===== src/rtl/counter_seq_pkg.sv =====
// Shared types and constants for the phase sequencer and the 4-bit counters it steers.
package counter_seq_pkg;

  localparam int CNT_W = 4;
  localparam logic [CNT_W-1:0] TC_VALUE = 4'd15;

  typedef enum logic [2:0] {
    IDLE   = 3'd0,
    LOAD_A = 3'd1,
    RUN_A  = 3'd2,
    LOAD_B = 3'd3,
    RUN_B  = 3'd4
  } state_e;

endpackage


===== src/rtl/phase_sequencer.sv =====
// Alternates two external loadable counters through phase A and phase B,
// repeating for a captured number of periods (or forever) and pulsing DONE at the end.
module phase_sequencer
  import counter_seq_pkg::*;
(
  input  logic             clk_i,
  input  logic             rst_ni,
  input  logic             start_i,
  input  logic             stop_i,
  input  logic [CNT_W-1:0] a_val_i,
  input  logic [CNT_W-1:0] b_val_i,
  input  logic [CNT_W-1:0] ncyc_i,
  input  logic             tc1_i,
  input  logic             tc2_i,
  output logic [CNT_W-1:0] p_o,
  output logic             pe_o,
  output logic             cep_o,
  output logic             cet_o,
  output logic             sr1_o,
  output logic             sr2_o,
  output logic             phase_o,
  output logic             busy_o,
  output logic             done_o,
  output logic [CNT_W-1:0] cyc_cnt_o
);

  state_e           state_q, state_d;
  logic [CNT_W-1:0] a_q, a_d;
  logic [CNT_W-1:0] b_q, b_d;
  logic [CNT_W-1:0] ncyc_q, ncyc_d;
  logic [CNT_W-1:0] cyc_q, cyc_d;
  logic [CNT_W-1:0] cyc_inc;
  logic             done_q, done_d;

  assign cyc_inc = cyc_q + 1'b1;

  always_ff @(posedge clk_i or negedge rst_ni) begin
    if (!rst_ni) begin
      state_q <= IDLE;
      a_q     <= '0;
      b_q     <= '0;
      ncyc_q  <= '0;
      cyc_q   <= '0;
      done_q  <= 1'b0;
    end else begin
      state_q <= state_d;
      a_q     <= a_d;
      b_q     <= b_d;
      ncyc_q  <= ncyc_d;
      cyc_q   <= cyc_d;
      done_q  <= done_d;
    end
  end

  // STOP overrides everything, so an abort never counts a period or pulses DONE.
  always_comb begin
    state_d = state_q;
    a_d     = a_q;
    b_d     = b_q;
    ncyc_d  = ncyc_q;
    cyc_d   = cyc_q;
    done_d  = 1'b0;
    if (stop_i) begin
      state_d = IDLE;
    end else begin
      unique case (state_q)
        IDLE: begin
          if (start_i) begin
            state_d = LOAD_A;
            a_d     = a_val_i;
            b_d     = b_val_i;
            ncyc_d  = ncyc_i;
            cyc_d   = '0;
          end
        end
        LOAD_A: state_d = RUN_A;
        RUN_A:  if (tc1_i) state_d = LOAD_B;
        LOAD_B: state_d = RUN_B;
        RUN_B: begin
          if (tc2_i) begin
            cyc_d = cyc_inc;
            if ((ncyc_q != '0) && (cyc_inc == ncyc_q)) begin
              state_d = IDLE;
              done_d  = 1'b1;
            end else begin
              state_d = LOAD_A;
            end
          end
        end
        default: state_d = IDLE;
      endcase
    end
  end

  // Pure state decode: during reset the state is IDLE, so both counters are held clear.
  always_comb begin
    p_o     = '0;
    pe_o    = 1'b1;
    cep_o   = 1'b0;
    cet_o   = 1'b0;
    sr1_o   = 1'b0;
    sr2_o   = 1'b0;
    phase_o = 1'b0;
    busy_o  = 1'b1;
    unique case (state_q)
      IDLE: busy_o = 1'b0;
      LOAD_A, RUN_A: begin
        p_o   = a_q;
        pe_o  = (state_q != LOAD_A);
        cep_o = 1'b1;
        cet_o = 1'b1;
        sr1_o = 1'b1;
      end
      LOAD_B, RUN_B: begin
        p_o     = b_q;
        pe_o    = (state_q != LOAD_B);
        cep_o   = 1'b1;
        cet_o   = 1'b1;
        sr2_o   = 1'b1;
        phase_o = 1'b1;
      end
      default: busy_o = 1'b0;
    endcase
  end

  assign done_o    = done_q;
  assign cyc_cnt_o = cyc_q;

endmodule


===== config.mk =====
export PLATFORM = sky130hd
export DESIGN_NAME = phase_sequencer
export DESIGN_NICKNAME = d
export VERILOG_FILES = /design/src/rtl/counter_seq_pkg.sv /design/src/rtl/phase_sequencer.sv
export SDC_FILE = /design/constraint.sdc
export NUM_CORES = 1
export LEC_CHECK = 0
export CORE_UTILIZATION = 35
export CTS_BUF_LIST = sky130_fd_sc_hd__clkbuf_16
export DETAILED_ROUTE_END_ITERATION = 16
export GPL_ROUTABILITY_DRIVEN = 0
export SYNTH_ARGS = -nofsm -noshare
export SYNTH_HDL_FRONTEND = slang
export SYNTH_SLANG_ARGS = --single-unit

===== constraint.sdc =====
create_clock -name clk_i -period 3.4 [get_ports clk_i]
set_clock_uncertainty 0.05 [all_clocks]
set_input_delay 1.02 -clock clk_i [delete_from_list [all_inputs] [get_ports clk_i]]
set_output_delay 1.02 -clock clk_i [all_outputs]
set_load 0.01 [all_outputs]

* After elaboration in Yosys (flattened, before gate mapping)
Cells that the tools add are included.
** Operators by class
- Add/subtract/negate cells :: 1
- Equal/unequal tests :: 12
- Muxes and demuxes :: 18
- Bitwise gates (word level) :: 1
- Reduce and logical (&&, ||, !) cells :: 10
** Operators with widths (count)
- one-hot mux 4 bit (2 select lines) :: 2
- one-hot mux 3 bit (5 select lines) :: 1
- 2-to-1 mux 3 bit :: 4
- inequality test 3 bit, second input constant :: 3
- 2-to-1 mux 1 bit :: 8
- 2-to-1 mux 4 bit :: 2
- == test 3 x 2 -> 1 bit, second input constant :: 2
- AND reduction 3 bit :: 2
- adder 4 x 1 -> 4 bit, second input constant :: 1
- == test 4 bit :: 1
- inequality test 2 bit, second input constant :: 2
- AND reduction 4 bit :: 1
- nonzero test 4 bit :: 1
- OR reduction 2 bit :: 2
- OR reduction 4 bit :: 1
- == test 3 x 1 -> 1 bit, second input constant :: 1
- == test 3 bit, second input constant :: 1
- logical NOT 3 bit :: 1
- inequality test 3 x 1 -> 1 bit, second input constant :: 1
- inequality test 3 x 2 -> 1 bit, second input constant :: 1
- one-hot mux 1 bit (2 select lines) :: 1
- nonzero test 2 bit :: 1
- logical AND 1 bit :: 1
- NOT 1 bit :: 1
** Storage, ports and cells
- Flip-flop bits (word level) :: 20
- Input port bits :: 18
- Output and inout port bits :: 16
- Word-level logic and storage cells :: 48

* Logic depth before layout (Yosys ltp)
Gate-level depths: netlist of the first run.
- Depth after elaboration :: 7
- Depth in mapped cells :: 5
- Gate-level depth less buffers :: 5

* Worst setup path before layout of the first run
OpenSTA, ideal clock, no wires.
- Path kind :: reg-to-output
- Start :: reg state_q[2]
- End :: out cep_o
- Arrival time :: 1.297 ns
- Required time :: 2.330 ns
- Setup slack :: 1.033 ns
- Cell stages (with the launch flop) :: 6
- Path buffers :: 1
- Cell sequence :: dfrtp_1 -> inv_1 -> or3_1 -> nand2_2 -> or2_2 -> buf_4
** On the way
- Longest elaborated chain between the ends :: 3
- Elaborated cells on any way between the ends :: 6
- Classes of those cells :: eq/ne (4); mux (1); reduce/logical (1)
** RTL lines
- start: declaration :: RTL line phase_sequencer.sv:27 : state_e state_q, state_d;
- start signal: assignment :: RTL line phase_sequencer.sv:46 : state_q <= state_d;
- == test 3 bit (tied with other cells)
- OR reduction 4 bit (no source line) *
- 2-to-1 mux 1 bit *
- end: declaration :: RTL line phase_sequencer.sv:17 : output logic cep_o,
Every way passes the cells marked *; elsewhere a longest branch is shown, timed or not.

* Worst setup path in the final report of the first run
- Start :: reg state_q[2]
- End :: out p_o[0]
** On the way
- Longest elaborated chain between the ends :: 3
- Elaborated cells on any way between the ends :: 7
- Classes of those cells :: eq/ne (4); mux (1); reduce/logical (2)
** RTL lines
- == test 3 bit (tied with other cells) :: RTL line phase_sequencer.sv:105 : unique case (state_q)
- OR reduction 2 bit
- one-hot mux 4 bit (2 select lines) * :: RTL line phase_sequencer.sv:105
- end: declaration :: RTL line phase_sequencer.sv:15 : output logic [CNT_W-1:0] p_o,
Marked as above.

==> metrics.cfg, run 1 <==
[status]
outcome=finished, final reports clean

[routing]
ant_nets=0
avgRoutedWirePerCell_um=13.61
drt-vias-per-instance=4.932
met1_routed_wirelength_after_detailed_routing_um=957
iteration_0_drc_markers=18
routed_wirelength_mm=1.987
wl_met3_um=40
met2RoutedLength_um=971
first_pass_drt_iterations=4
drcViolationCount=0
uppermost_routed_layer=met4
detailroute.via_count=720

[synth]
syn-instance-count=82
ys.flop_type=sky130_fd_sc_hd__dfrtp_1
combinational_family_with_the_most_area_after_synthesis=multiplexers
multiplexer_share_of_the_synthesized_area=0.1908
synth_seq_area_share=0.4957
synth-simple-area-share=0.1239
net_count_after_synthesis=101
synthDominantCellAreaShare=0.4957
mean_post_synth_cell_area_um2=12.31
synth.cell_area_mm2=0.001010
synth.ff_latch_count=20
ys.warnings.count=0
yosys-top-cells-area=sky130_fd_sc_hd__dfrtp_1 50%, sky130_fd_sc_hd__mux2_4 15%, sky130_fd_sc_hd__a22o_1 3.5%
post_synth_cell_types=27
synth_area_leader_cell=sky130_fd_sc_hd__dfrtp_1
synth_enable_flop_cells=0
synth_xor_area_frac=0.05204
synth_compound_gate_area_share=0.08426
yosys.area_share.adder=0.01239
post_synth_arst_share=1.000

[setup_path]
end_kind=output port
worstPathRequired_ns=2.33
worst_setup_sp=state_q[2]
arrival_time_of_the_worst_setup_path_ns=2.02
reg2reg_depth=3
worstSetupPathType=flip-flop to output port
regToRegSetupSlack_ns=1.65
crit_path_start_kind=flip-flop
critical_path.reg2reg.endpoint=b_q[0]
r2r-start=state_q[0]
setup.worst_path.end=p_o[0]
worstPathMaxFanout=7

[clock_network]
clk_path_buf_depth=2
cts_made_buffers=3
clock_tree.htree_level_count=1
worst_setup_hold_path_clk_slew_ns=0.06
hold_fix_buffers_cts=0
clock_tree_from_tritoncts=done
cts_resized=0
cts_post_setup_buffers_inserted=0
clockRootBuffer=sky130_fd_sc_hd__clkbuf_16
clock_sinks=20
clock_latency_ns=0.25

[global_routing]
via_count_of_the_first_global_routing_pass=723
grt_max_degree=21
global_route_wire_length_before_repair_mm=3.381
globalRouteOverflowTotal=0
grt_use_total=0.1373
grt_antenna_before_repair=0

[sta]
finalSetupTns_ns=0
timing.final.crit_share=0.9076
final-max-slew-violation-count=0
worst_slack_ns=0.3141
hold_violations=0
worst-slew-pin-transition_ns=0.8837
worst_slew_margin_rel=0.4090
max_freq_ghz=0.3241
min_period_ns=3.086
final_setup_vio_count=0
rsz0062_at_grt=false

[finish]
post_route_cells_drive_above_1_share=0.1739
number_of_nets_in_the_layout=135
multi_input_area_um2=467.9
storage_cell_area_um2=500.5
area_growth_pct=43.62
antenna_cells_inserted=0
fill_cells=237
finish.utilization=0.5304

[flow_run]
max_cap_viol_count=0

[min_path]
hp-class=flip-flop to flip-flop
hold_path_startpoint=b_q[0]

[die]
floorplan.io_pins=34
standard_cell_row_count=19
die_width_um=55.71
start_util=0.3693
die_h_um=55.71
dieArea_mm2=0.003104
core_area_mm2=0.002734

[place]
place_ws_ns=0.5908
place.port_buffers=33
detailedPlacementHpwl_mm=1.487

[power_and_ir_drop]
ir_worst_vdd_v=0.0003938
power_density_mw_per_mm2=594.1
power_leakage_nw=0.6508

-- critical path, cell delays in order (launching register included) --
cell,delay (ns)
sky130_fd_sc_hd__dfrtp_1,0.42
sky130_fd_sc_hd__inv_1,0.13
sky130_fd_sc_hd__or3_1,0.35
sky130_fd_sc_hd__nand2_2,0.16
sky130_fd_sc_hd__a22o_1,0.17
sky130_fd_sc_hd__clkdlybuf4s50_1,0.54
-- Yosys cell counts (2+ instances only) --
| cell | n |
|---|---|
| sky130_fd_sc_hd__dfrtp_1 | 20 |
| sky130_fd_sc_hd__xor2_1 | 3 |
| sky130_fd_sc_hd__mux2_2 | 2 |
| sky130_fd_sc_hd__mux2_4 | 10 |
| sky130_fd_sc_hd__nor2_1 | 3 |
| sky130_fd_sc_hd__nor3_1 | 3 |
| sky130_fd_sc_hd__a22o_1 | 4 |
| sky130_fd_sc_hd__buf_4 | 3 |
| sky130_fd_sc_hd__inv_1 | 2 |
| sky130_fd_sc_hd__mux2i_1 | 2 |
| sky130_fd_sc_hd__o21ai_0 | 5 |
| sky130_fd_sc_hd__xnor2_1 | 3 |
| sky130_fd_sc_hd__nand2_1 | 4 |
| sky130_fd_sc_hd__nand3_1 | 5 |
-- worst min-delay path by stage --
stage | slack, ns | end | cells past startpoint
floorplan | 0.43 | b_q[0] | 1
global placement | 0.45 | b_q[0] | 1
detailed placement | 0.45 | b_q[0] | 1
CTS | 0.46 | b_q[0] | 1
global route | 0.47 | b_q[0] | 1
finish | 0.46 | b_q[0] | 1
-- layout make-up --
cell class	instances	share of cell area
flip-flops and latches	20	0.3451
multi-input cells	56	0.3227
repair buffers	33	0.2278
clock buffers	3	0.05177
well taps	31	0.02675
clock inverters	1	0.02071
inverters	2	0.005177
-- layout by cell type (no fill, tap or decap) --
master	count
sky130_fd_sc_hd__xnor2_1	3
sky130_fd_sc_hd__nor2_1	3
sky130_fd_sc_hd__o311a_1	1
sky130_fd_sc_hd__nor3b_1	1
sky130_fd_sc_hd__o21ai_0	5
sky130_fd_sc_hd__mux2_4	10
sky130_fd_sc_hd__nand2_1	4
sky130_fd_sc_hd__a22o_1	4
sky130_fd_sc_hd__a21o_1	1
sky130_fd_sc_hd__or3_1	1
sky130_fd_sc_hd__clkdlybuf4s50_1	33
sky130_fd_sc_hd__dfrtp_1	20
sky130_fd_sc_hd__or2_2	1
sky130_fd_sc_hd__nor3_1	3
sky130_fd_sc_hd__mux2_2	2
sky130_fd_sc_hd__o21bai_1	1
sky130_fd_sc_hd__bufinv_16	1
sky130_fd_sc_hd__ha_1	1
sky130_fd_sc_hd__clkbuf_16	3
sky130_fd_sc_hd__nand2_2	1
sky130_fd_sc_hd__nor2b_1	1
sky130_fd_sc_hd__nor3_2	1
sky130_fd_sc_hd__mux2i_1	2
sky130_fd_sc_hd__xor2_1	3
sky130_fd_sc_hd__inv_1	2
sky130_fd_sc_hd__nand3_2	1
sky130_fd_sc_hd__nand2b_1	1
sky130_fd_sc_hd__nand3_1	5
-- power breakdown --
part           total [mW]  switching, mW  internal (mW)  leakage [nW]
sequential          0.319         0.0356          0.284         0.251
combinational       0.222         0.0775          0.145         0.348
clock               0.320         0.0865          0.233        0.0511
total               0.862          0.200          0.662         0.651
-- per-layer routing --
metal / track usage / vias up
li1: - / 352
met1: 0.1881 / 353
met2: 0.2238 / 13
met3: 0.01395 / 2
met4: 0.05357 / 0
met5: 0 / -
-- stage by stage --
stage               power [mW]  area [um^2]  cells  hold WS (ns)
floorplan               0.4580         1010     82        0.4318
global route            0.9017         1450    146        0.4743
detailed placement      0.5463         1345    142        0.4485
finish                  0.8616         1450    146        0.4623
CTS                     0.8707         1450    146        0.4628
global placement        0.5435         1345    142        0.4452
-- sequential cells by signal (all words and copies together) (netlist names) --
register,cells
state_q,3
a_q,4
done_o,1
ncyc_q,4
cyc_cnt_o,4
b_q,4
-- kinds of logic after synthesis --
kind of cell               Yosys count
and+or+nand+nor                     23
adders and majority gates            1
muxes                               14
buffers and inverters                6
xor gates and xnor gates             6
DFF                                 20
AOI/OAI and AO/OA                   12
(Power assumes the default switching activity.)
==> run 2, diff against run 1 <==
==> constraint.sdc (replaced) <==
create_clock -name clk_i -period 3.03 [get_ports clk_i]
set_clock_uncertainty 0.05 [all_clocks]
set_input_delay 0.909 -clock clk_i [delete_from_list [all_inputs] [get_ports clk_i]]
set_output_delay 0.909 -clock clk_i [all_outputs]
set_load 0.01 [all_outputs]
==> run 2 against run 1 <==
Effect of this change: count of clock-buffer cells in the layout stayed put; critical endpoint unchanged; critical path type unchanged; die area did not move; combinational power rose by 13%; highest routed layer unchanged; core utilization shrank 0.69 points.
==> metrics.cfg, run 2 (synthesis gave the netlist of run 1 again) <==
[setup_path]
critical_path.reg2reg.endpoint=b_q[1]
worstSetupPathType=flip-flop to output port
reg2reg_depth=3  ; unchanged
crit_path_start_kind=flip-flop
regToRegSetupSlack_ns=1.32  ; -0.33 ns
slowest_stage=sky130_fd_sc_hd__clkdlybuf4s50_1
arrival_time_of_the_worst_setup_path_ns=1.96  ; -0.06 ns
worstPathMaxFanout=7  ; unchanged
end_kind=output port
crit_path_largest_cell_delay_ns=0.53  ; about the same
timing.critical_path.cells=inv_2, or3_1, nand2_2, a22o_1, clkdlybuf4s50_1
r2r-start=state_q[0]
worstPathRequired_ns=2.07  ; -0.26 ns

[die]
die_width_um=55.71  ; unchanged
standard_cell_row_count=19  ; unchanged
start_util=0.3693  ; unchanged
die_h_um=55.71  ; unchanged
floorplan.io_pins=34  ; unchanged
core_area_mm2=0.002734  ; unchanged
dieArea_mm2=0.003104  ; unchanged

[routing]
drt-vias-per-instance=4.864  ; -1.4%
first_pass_drt_iterations=4  ; unchanged
ant_nets=0  ; unchanged
detailroute.via_count=715  ; -0.69%
avgRoutedWirePerCell_um=13.01  ; -4.4%
iteration_0_drc_markers=17  ; -1
drcViolationCount=0  ; unchanged
routed_wirelength_mm=1.912  ; -3.8%

[place]
placed_area_mm2=0.001353  ; +0.56%
place.port_buffers=33  ; unchanged
dp.cells=143  ; +0.70%
detailedPlacementHpwl_mm=1.474  ; -0.86%

[sta]
final-max-slew-violation-count=0  ; unchanged
timing.final.crit_share=0.9625
worst-slew-pin-transition_ns=0.4181  ; -0.4656 ns
min_period_ns=2.916
final_setup_vio_count=0  ; unchanged
rsz0062_at_grt=false
worst_slew_margin_rel=0.7210  ; +0.3119
hold_violations=0  ; unchanged
max_freq_ghz=0.3429
finalSetupTns_ns=0  ; unchanged

[clock_network]
cts_resized=0  ; unchanged
clock_latency_ns=0.25  ; about the same
clockRootBuffer=sky130_fd_sc_hd__clkbuf_16
clock_sinks=20  ; unchanged
clock_tree.htree_level_count=1  ; unchanged
cts_post_setup_buffers_inserted=0  ; unchanged
hold_fix_buffers_cts=0  ; unchanged
worst_setup_hold_path_clk_slew_ns=0.06  ; about the same
clock_tree_from_tritoncts=done
clk_path_buf_depth=2  ; unchanged
cts_made_buffers=3  ; unchanged

[global_routing]
grt_antenna_before_repair=0  ; unchanged
grt_use_total=0.1289  ; -0.008428
globalRouteOverflowTotal=0  ; unchanged
grt_max_degree=21  ; unchanged
via_count_of_the_first_global_routing_pass=681  ; -5.8%
global_route_wire_length_before_repair_mm=3.167  ; -6.3%

[power_and_ir_drop]
total_power_mw=0.8744  ; +1.5%
netSwitchingPower_mw=0.2173  ; +8.8%
pwr-share-comb=0.286  ; +0.028
power_frac_clock=0.303  ; -0.068
p_sw_frac=0.2485  ; +0.01673
ir_worst_vdd_v=0.0003819  ; -3.0%
power.sequential.fraction=0.411  ; +0.040
internal-power_mw=0.6571  ; -0.71%
power_leakage_nw=0.6434  ; -1.1%
power_density_mw_per_mm2=610.9  ; +2.8%

[finish]
finish.utilization=0.5236  ; -0.006865
final_cell_mix=33 x sky130_fd_sc_hd__clkdlybuf4s50_1, 20 x sky130_fd_sc_hd__dfrtp_1, 10 x sky130_fd_sc_hd__mux2_4, 5 x sky130_fd_sc_hd__nand3_1, 5 x sky130_fd_sc_hd__o21ai_0
commonest_non_fill_non_tap_cell_in_the_layout=sky130_fd_sc_hd__clkdlybuf4s50_1
finish.instance_area_mm2=0.001431  ; -1.3%
area_growth_pct=41.76
instances_no_fill=147  ; +0.68%
post_route_cells_drive_above_1_share=0.1810  ; +0.007121
antenna_cells_inserted=0  ; unchanged
number_of_nets_in_the_layout=136  ; +0.74%
fill_cells=226  ; -4.6%

[min_path]
hp-class=flip-flop to flip-flop
min_path_cells=1  ; unchanged
hold_path_startpoint=b_q[0]
hold_end=b_q[0]

[status]
outcome=finished, final reports clean

[flow_run]
max_cap_viol_count=0  ; unchanged

-- run 2: cell count changes in the layout (fill, tap and decap cells not counted), sizes merged --
cell | previous run | this run
clkinv | 0 | 1
buf | 0 | 1
bufinv | 1 | 0
-- run 2: worst max path at each step --
stage               start     end  slack (ns)  depth (start not counted)
6_report       state_q[2]  p_o[0]        0.11                          5
4_1_cts        state_q[2]  p_o[1]        0.07                          5
3_3_place_gp   state_q[2]  p_o[0]        0.37                          5
5_1_grt        state_q[1]   cet_o        0.03                          4
2_1_floorplan  state_q[2]   cep_o        0.77                          5
3_5_place_dp   state_q[2]  p_o[1]        0.34                          5
-- run 2: power by group through the flow --
| stage | clock network, mW | logic, mW | registers, mW |
|---|---|---|---|
| CTS | 0.274 | 0.253 | 0.360 |
| finish | 0.265 | 0.250 | 0.360 |
| global route | 0.285 | 0.269 | 0.367 |
| detailed placement | 0 | 0.252 | 0.364 |
| global placement | 0 | 0.247 | 0.364 |
| floorplan | 0 | 0.162 | 0.352 |
-- run 2: area by class of cell --
class,instances,area [um^2],area share
clock inverter,1,3.754,0.002622
sequential,20,500.5,0.3497
tap,31,38.79,0.02710
timing repair buffer,34,337.8,0.2360
multi-input combinational,56,467.9,0.3269
inverter,2,7.507,0.005245
clock buffer,3,75.07,0.05245
-- run 2: layer usage --
layer  GRT usage  routed length, um  vias to the layer above
met5           0                  0                        -
met4     0.05357                 18                        0
met3     0.01860                 49                        2
met2      0.2117                905                       11
met1      0.1701                939                      343
li1            -                  -                      359
-- run 2: worst max-delay path: cells and delay by family (launching register included) --
kind            cells  cell delay [ns]
buf+inv             2             0.62
compound gates      1             0.17
flops               1             0.43
simple gates        2             0.49
-- run 2: through the flow --
| step | hold WS (ns) | setup slack [ns] |
|---|---|---|
| finish | 0.4616 | 0.1136 |
| global route | 0.4739 | 0.03488 |
| CTS | 0.4623 | 0.06911 |
| detailed placement | 0.4485 | 0.3399 |
| global placement | 0.4448 | 0.3709 |
| floorplan | 0.4318 | 0.7738 |
